### src/rtl/round_latency_tracker_if.sv
// Handshake bundle between the round controller / decoder environment
// (master) and the round latency tracker (slave).
interface round_latency_tracker_if #(
  parameter int DURATION_WIDTH = 32
);
  logic                      new_round_start;
  logic                      decoder_start;
  logic                      decoder_done;
  logic                      decoder_error;
  logic                      result_valid;
  logic [DURATION_WIDTH-1:0] duration;
  logic                      error_detected;
  logic                      timeout;
  logic                      downstream_busy;
  logic                      start_overrun;

  modport master (
    output new_round_start, decoder_done, decoder_error,
    input  decoder_start, result_valid, duration, error_detected,
           timeout, downstream_busy, start_overrun
  );

  modport slave (
    input  new_round_start, decoder_done, decoder_error,
    output decoder_start, result_valid, duration, error_detected,
           timeout, downstream_busy, start_overrun
  );
endinterface

### src/rtl/round_latency_tracker.sv
// Round latency tracker: launches one decoder run per round request, counts
// cycles until decoder_done (or a MAX_DURATION timeout) and reports the
// result to the round controller, holding downstream_busy while in flight.
// Optional macro ROUND_TIMER_BUCKET_EN: report duration >> BUCKET_SHIFT
// (minimum 1) so coarse histogram bins fit the result memory.
module round_latency_tracker #(
  parameter int DURATION_WIDTH = 32,
  parameter int MAX_DURATION   = 4095,
  parameter int SETTLE_CYCLES  = 4,
  parameter int BUCKET_SHIFT   = 0
) (
  input  logic                    clk,
  input  logic                    reset,
  round_latency_tracker_if.slave  bus
);

  localparam int CNT_W    = $clog2(MAX_DURATION + 1);
  localparam int SETTLE_W = $clog2(SETTLE_CYCLES + 1);
  localparam logic [CNT_W-1:0]    MAX_CNT    = CNT_W'(MAX_DURATION);
  localparam logic [SETTLE_W-1:0] SETTLE_VAL = SETTLE_W'(SETTLE_CYCLES);

  // Reject configurations the counters cannot represent.
  if (MAX_DURATION < 2 || SETTLE_CYCLES < 1 || BUCKET_SHIFT < 0 ||
      CNT_W > DURATION_WIDTH) begin : g_bad_param
    $error("round_latency_tracker: illegal parameter combination");
  end

  typedef enum logic [2:0] {
    IDLE,
    LAUNCH,
    RUN,
    REPORT,
    SETTLE
  } state_t;

  state_t               state;
  state_t               next_state;
  logic [CNT_W-1:0]     cnt;
  logic [SETTLE_W-1:0]  settle_cnt;

  // Map a raw cycle count onto the reported duration value.
  function automatic logic [DURATION_WIDTH-1:0] scale(input logic [CNT_W-1:0] c);
`ifdef ROUND_TIMER_BUCKET_EN
    logic [CNT_W-1:0] s;
    s = c >> BUCKET_SHIFT;
    if (s == '0 && c != '0) s = CNT_W'(1);
    return DURATION_WIDTH'(s);
`else
    return DURATION_WIDTH'(c);
`endif
  endfunction

  // State register; reset forces IDLE immediately, even mid-round.
  // NOTE: sequential state uses non-blocking (<=) so every flop samples
  // pre-edge values regardless of statement order.
  always_ff @(posedge clk or posedge reset) begin
    if (reset) state <= IDLE;
    else       state <= next_state;
  end

  // Next-state decode.
  // NOTE: next_state gets a default before the case so no path leaves it
  // unassigned, which would otherwise infer a latch.
  always_comb begin
    next_state = state;
    case (state)
      IDLE:    if (bus.new_round_start) next_state = LAUNCH;
      LAUNCH:  next_state = RUN;
      RUN:     if (bus.decoder_done || cnt == MAX_CNT) next_state = REPORT;
      REPORT:  next_state = SETTLE;
      SETTLE:  if (settle_cnt == '0) next_state = IDLE;
      default: next_state = IDLE;
    endcase
  end

  // Registered outputs, cycle counter and settle counter.
  always_ff @(posedge clk or posedge reset) begin
    if (reset) begin
      cnt                 <= '0;
      settle_cnt          <= '0;
      bus.decoder_start   <= 1'b0;
      bus.result_valid    <= 1'b0;
      bus.duration        <= '0;
      bus.error_detected  <= 1'b0;
      bus.timeout         <= 1'b0;
      bus.downstream_busy <= 1'b0;
      bus.start_overrun   <= 1'b0;
    end else begin
      // LAUNCH is only reachable from IDLE, so this is a single-cycle pulse.
      bus.decoder_start   <= (next_state == LAUNCH);
      bus.downstream_busy <= (next_state != IDLE);

      // Requests arriving while a round is in flight are dropped but noted.
      if (bus.new_round_start && state != IDLE) bus.start_overrun <= 1'b1;

      case (state)
        IDLE: begin
          if (bus.new_round_start) begin
            bus.result_valid   <= 1'b0;
            bus.error_detected <= 1'b0;
            bus.timeout        <= 1'b0;
          end
        end
        LAUNCH: begin
          // Done during launch is ignored; counting starts at 1 in RUN.
          cnt <= CNT_W'(1);
        end
        RUN: begin
          if (bus.decoder_done) begin
            // Done wins over a simultaneous limit hit.
            bus.duration       <= scale(cnt);
            bus.error_detected <= bus.decoder_error;
            bus.timeout        <= 1'b0;
          end else if (cnt == MAX_CNT) begin
            bus.duration       <= scale(MAX_CNT);
            bus.error_detected <= 1'b1;
            bus.timeout        <= 1'b1;
          end else begin
            cnt <= cnt + 1'b1;
          end
        end
        REPORT: begin
          bus.result_valid <= 1'b1;
          settle_cnt       <= SETTLE_VAL;
        end
        SETTLE: begin
          if (settle_cnt != '0) settle_cnt <= settle_cnt - 1'b1;
        end
        default: ;
      endcase
    end
  end

endmodule

### src/flat_wrapper.sv
// flat-port wrapper written by rule: the top's interface ports become plain ports
module round_latency_tracker_flat 
#(
  parameter int DURATION_WIDTH = 32,
  parameter int MAX_DURATION   = 4095,
  parameter int SETTLE_CYCLES  = 4,
  parameter int BUCKET_SHIFT   = 0
)
  (clk, reset, bus_new_round_start, bus_decoder_done, bus_decoder_error, bus_decoder_start, bus_result_valid, bus_duration, bus_error_detected, bus_timeout, bus_downstream_busy, bus_start_overrun);
  round_latency_tracker_if #(.DURATION_WIDTH(DURATION_WIDTH)) bus_i ();
  input  logic clk;
  input  logic reset;
  input wire logic [$bits(bus_i.new_round_start)-1:0] bus_new_round_start;
  input wire logic [$bits(bus_i.decoder_done)-1:0] bus_decoder_done;
  input wire logic [$bits(bus_i.decoder_error)-1:0] bus_decoder_error;
  output wire logic [$bits(bus_i.decoder_start)-1:0] bus_decoder_start;
  output wire logic [$bits(bus_i.result_valid)-1:0] bus_result_valid;
  output wire logic [$bits(bus_i.duration)-1:0] bus_duration;
  output wire logic [$bits(bus_i.error_detected)-1:0] bus_error_detected;
  output wire logic [$bits(bus_i.timeout)-1:0] bus_timeout;
  output wire logic [$bits(bus_i.downstream_busy)-1:0] bus_downstream_busy;
  output wire logic [$bits(bus_i.start_overrun)-1:0] bus_start_overrun;
  assign bus_i.new_round_start = bus_new_round_start;
  assign bus_i.decoder_done = bus_decoder_done;
  assign bus_i.decoder_error = bus_decoder_error;
  assign bus_decoder_start = bus_i.decoder_start;
  assign bus_result_valid = bus_i.result_valid;
  assign bus_duration = bus_i.duration;
  assign bus_error_detected = bus_i.error_detected;
  assign bus_timeout = bus_i.timeout;
  assign bus_downstream_busy = bus_i.downstream_busy;
  assign bus_start_overrun = bus_i.start_overrun;
  round_latency_tracker #(.DURATION_WIDTH(DURATION_WIDTH), .MAX_DURATION(MAX_DURATION), .SETTLE_CYCLES(SETTLE_CYCLES), .BUCKET_SHIFT(BUCKET_SHIFT)) u_core (.clk(clk), .reset(reset), .bus(bus_i));
endmodule
### config.mk
export PLATFORM = sky130hd
export DESIGN_NAME = round_latency_tracker_flat
export DESIGN_NICKNAME = d
export VERILOG_FILES = /design/src/rtl/round_latency_tracker_if.sv /design/src/rtl/round_latency_tracker.sv /design/src/flat_wrapper.sv
export SDC_FILE = /design/constraint.sdc
export NUM_CORES = 1
export LEC_CHECK = 0
export ABC_AREA = 1
export BUFFER_PORTS_ARGS = -buffer_cell sky130_fd_sc_hd__clkbuf_2
export CAP_MARGIN = 20
export CORE_ASPECT_RATIO = 0.5
export CORE_MARGIN = 2
export CORE_UTILIZATION = 58
export DETAILED_ROUTE_END_ITERATION = 16
export HOLD_SLACK_MARGIN = 0.06
export PLACE_DENSITY = 0.85
export SETUP_SLACK_MARGIN = 0.1
export SLEW_MARGIN = 20
export SYNTH_ARGS = -nofsm -noshare
export SYNTH_HDL_FRONTEND = slang
export SYNTH_SLANG_ARGS = --single-unit
### constraint.sdc
create_clock -name clk -period 2.25 [get_ports clk]
set_input_delay 0.45 -clock clk [delete_from_list [all_inputs] [get_ports clk]]
set_output_delay 0.45 -clock clk [all_outputs]
set_load 0.03 [all_outputs]
* Word level (Yosys, flattened, before mapping)
Cells that the tools add are included.
Word-level totals: bits in registers 56, latch bits 0, memory bits (writable) 0, bits in read-only memories 0, bits of input ports 5, output and inout bits 38, logic and storage cells 58, memories 0
Cells by class: add/sub/neg operators 2, multipliers 0, div/mod/pow operators 0, order comparisons 0, eq/ne operators 11, shift operators 0, mux-type cells 18, bitwise operators 0, reductions and logical operators 17
Operators with widths (number):
- $mux W32 | 2
- $mux W12 | 2
- $pmux W12 S2 | 1
- $pmux W3 S5 | 1
- $add A12 B1 Y12 const B | 1
- $eq A12 B12 Y1 const B | 1
- $mux W3 | 4
- $reduce_bool A2 Y1 | 5
- $reduce_bool A3 Y1 | 3
- $eq A3 B1 Y1 const B | 2
- $eq A3 B2 Y1 const B | 2
- $logic_not A3 Y1 | 2
- $ne A2 B2 Y1 const B | 3
- $pmux W1 S2 | 3
- $pmux W3 S2 | 1
- $reduce_and A2 Y1 | 3
- $reduce_and A3 Y1 | 2
- $mux W1 | 4
- $eq A3 B3 Y1 const B | 1
- $ne A3 B2 Y1 const B | 1
- $sub A3 B1 Y3 const B | 1
- $ne A2 B1 Y1 const B | 1
- $logic_and A1 B1 Y1 | 1
- $logic_or A1 B1 Y1 | 1

* Depth between registers and ports, before layout
depth in word-level cells 5, gate-level depth with buffers 10, depth with buffers taken out 10

* Worst setup path after synthesis
OpenSTA, ideal clock, no wires.
path kind register -> register, from reg u_core.cnt[0], to reg u_core.bus.duration[0], library setup time 0.126 ns, arrival time 1.429 ns, data required time 2.124 ns, path slack 0.695 ns, stages on the path, launching flop included 9, buffers on the path 1, period minus slack after synthesis 1.555 ns, cells stage by stage dfrtp_1 ha_1 nand3_1 inv_2 nand2_2 nor2_4 o21ai_1 buf_2 a21oi_1
On the way: longest elaborated chain between the ends 3, elaborated cells between the ends (all ways) 4, classes of those cells eq/ne: 1; mux: 1; reduce/logical: 2
Ends and longest elaborated chain:
- start: declaration | line round_latency_tracker.sv:38 | logic [CNT_W-1:0] cnt;
- start signal: assignment | line round_latency_tracker.sv:119 | cnt <= cnt + 1'b1;
- $eq A12 B12 Y1 | line round_latency_tracker.sv:114 | end else if (cnt == MAX_CNT) begin
- $reduce_bool A2 Y1 (no line)
- $reduce_and A2 Y1 (no line)
- end signal: assignment | line round_latency_tracker.sv:111 | bus.duration <= scale(cnt);
- end signal: assignment | line round_latency_tracker.sv:115 | bus.duration <= scale(MAX_CNT);
- end: declaration | line round_latency_tracker_if.sv:25 | output decoder_start, result_valid, duration, error_detected,
Several ways; a longest one is shown, not always the timed one. A chain may end at the register's enable or synchronous reset.

* Worst setup path in the final report
from reg u_core.cnt[1], to reg u_core.bus.duration[1]
The elaborated chain is that of the path after synthesis.

==> summary.txt <==
1st-iter DRT viols -> 79
critical path endpoint category -> flop
DRT antenna net count -> 0
Avg WL per Cell -> 12.3 microns
Max Cap Violations -> 0
Final Max Tran Viols -> 0
TNS Setup -> 0 ps
CTS buffer count -> 5
number of port buffers -> 22
Reg2Reg Capture Point -> u_core.bus.duration[1]$_DFFE_PP0P_
Setup Crit Path Kind -> reg -> reg
initial antenna violation count -> 0
routability congestion estimate -> 0.862
Crit-path slowest cell -> dfrtp_1
P per Cell Area -> 1320 nW/um^2
Worst VDD drop -> 0.718 mV
Crit Path Max Fanout -> 12
CTS Hold Bufs -> 0
Tmin final -> 1790 ps
Seq/Total Area, Yosys -> 46.8%
dpl cells -> 302
register area -> 901 sq um
core area -> 3080 sq um
DRT Pass-1 Iters -> 4
Area Growth Syn to Fin -> 10.3%
Filler Cell Count -> 244
gr ovfl total -> 0
Final Power -> 2.80 mW
via count of the first global-routing pass -> 1471
largest stage delay on the critical path -> 420 ps
TritonCTS clock tree -> built
startpoint type of the worst setup path -> flop
f_max -> 559 MHz
post-layout instance area -> 2120 sq um
largest net degree at the start of global routing -> 37
I/O pin count -> 43
layout cell share with drive strength beyond 1 -> 15.9%
Clock Path Buffers -> 2
row count -> 14
global-route wire length before repair -> 6320 microns
GRT Total Usage -> 21.7%
Yosys Warn Count -> 0
Hold Crit Class -> in -> async
footprint of the multi-input gates -> 779 sq um
Die Width -> 85.4 microns
worst r2r src -> u_core.cnt[1]$_DFFE_PP0P_
Avg Vias per Cell -> 5.10
Final Hold Viols -> 0
worst reg2reg path depth -> 7
Ant. Diodes -> 0
Sink Count -> 36
synthesized cell area -> 1920 sq um
clock transition at the registers of the reported paths -> 70 ps
die area -> 3820 sq um
FF+latch count, synth -> 36
CP arrival -> 1920 ps
r2r setup slk -> 460 ps
crit path cell chain -> ha_1 -> nand3_1 -> inv_2 -> nand2_2 -> nor2_4 -> o21ai_2 -> a21oi_1
WL final -> 3830 microns
height of the die -> 44.7 microns
average cell area after synthesis -> 7.91 sq um
Placed Area -> 1990 sq um
Initial Util -> 62.4%
clk_lat worst skew -> 280 ps
Layout Nets -> 277
Non-Filler Instances -> 310
detailed-route via count -> 1582
leakage power -> 1.12 nW
H-tree levels -> 2
Final Cycle Share -> 79.4%
Syn Inst Count -> 243
root buffer cell -> clkbuf_8
outcome -> finished, final reports clean
Worst Path Required -> 2380 ps
HPWL after detailed placement -> 2710 microns
count of cell types in the netlist -> 26
final setup vio count -> 0
RSZ-0062 raised after global routing -> false
Post-route DRC -> 0
Setup Skew -> 3.96 ps
routing by layer:
layer / GRT usage (%) / part of all wire, %
met1: 26.6 / 42
met5: 0 / 0
met4: 8.89 / 1.4
met3: 6.03 / 5.9
met2: 37.7 / 51
synth_stat cells:
cell type,instances,area [sq um]
inv_2,2,7.51
o21ai_1,11,55.1
conb_1,1,3.75
a21oi_1,12,60.1
buf_2,2,10.0
or2_2,1,6.26
nand3_1,18,90.1
a21o_1,3,22.5
nor2_1,27,101
nor2_2,1,6.26
xor2_1,1,8.76
dfrtp_1,36,901
inv_1,33,124
buf_4,20,150
nand3b_1,1,7.51
o21ai_0,7,35.0
ha_1,3,37.5
nor3_1,1,5.00
xnor2_1,1,8.76
nand2_2,3,18.8
nand4_1,5,31.3
nor2_4,1,11.3
buf_6,2,22.5
clkbuf_1,1,3.75
nand2_4,1,11.3
nand2_1,49,184
power by group:
group | leakage, nW | switching (mW) | internal, mW
combinational | 0.603 | 0.881 | 0.320
sequential | 0.451 | 0.125 | 0.858
clock | 0.0645 | 0.225 | 0.391
total | 1.12 | 1.23 | 1.57
state kept, by name, summed over array words and instances, names as in the netlist:
signal / count
u_core.bus.duration: 12
u_core.cnt: 12
u_core.bus.downstream_busy: 1
u_core.bus.result_valid: 1
u_core.settle_cnt: 3
u_core.state: 3
u_core.bus.error_detected: 1
u_core.bus.start_overrun: 1
u_core.bus.decoder_start: 1
u_core.bus.timeout: 1
worst max path at each step:
| stage | startpoint | to | slack, ps |
|---|---|---|---|
| global route | u_core.state[0]$_DFF_PP0_ | u_core.cnt[4]$_DFFE_PP0P_ | 300 |
| finish | u_core.cnt[1]$_DFFE_PP0P_ | u_core.bus.duration[1]$_DFFE_PP0P_ | 460 |
| CTS | u_core.cnt[1]$_DFFE_PP0P_ | u_core.bus.duration[1]$_DFFE_PP0P_ | 190 |
| global placement | u_core.cnt[1]$_DFFE_PP0P_ | u_core.bus.duration[3]$_DFFE_PP0P_ | 380 |
| detailed placement | u_core.cnt[1]$_DFFE_PP0P_ | u_core.bus.duration[1]$_DFFE_PP0P_ | 200 |
| floorplan | u_core.cnt[0]$_DFFE_PP0P_ | u_core.bus.duration[0]$_DFFE_PP0P_ | 700 |
critical path, delay by kind of cell, from the launching register on:
kind | cells | cell delay, ps
compound gates | 2 | 580
flops | 1 | 420
simple gates | 3 | 320
fa+ha+maj | 1 | 260
buf+inv | 1 | 60
timing repair:
item,CTS,global route
buffers inserted,0,0
setup endpoints to repair,0,12
gates resized for setup,0,1
layout make-up:
cell class / count / share of cell area (%)
Clock buffer: 7 / 4.54
Clock inverter: 1 / 1.42
Inverter: 35 / 6.19
Multi-Input combinational cell: 166 / 36.8
Sequential cell: 36 / 42.5
Tap cell: 40 / 2.36
Timing Repair Buffer: 25 / 6.25
logic make-up (layout without fill, tap and decap cells):
| kind of cell | count (synthesis) | after routing | synth area share [%] |
|---|---|---|---|
| AOI/OAI and AO/OA | 33 | 33 | 8.98 |
| DFF | 36 | 36 | 46.8 |
| buffers and inverters | 60 | 68 | 16.5 |
| xor gates and xnor gates | 2 | 2 | 0.911 |
| adders and majority gates | 3 | 3 | 1.95 |
| and+or+nand+nor | 108 | 108 | 24.6 |
| other | 1 | 20 | 0.195 |
cell usage in the layout (no fill, tap or decap), drive strengths merged, types with 3 or more instances in the layout:
master / n
nand2: 53
dfrtp: 36
inv: 35
nor2: 29
clkbuf: 29
conb: 20
nand3: 18
o21ai: 18
a21oi: 12
nand4: 5
a21o: 3
ha: 3
buf: 3
metrics by stage:
step | setup WS [ps] | hold slack [ps] | util (%)
after floorplan | 695 | 457 | -
after CTS | 186 | 257 | 68.7
after global placement | 380 | 438 | 64.6
after detailed placement | 196 | 444 | 64.6
final | 463 | 242 | 68.8
after global routing | 301 | 281 | 68.8
(Power assumes the default switching activity.)
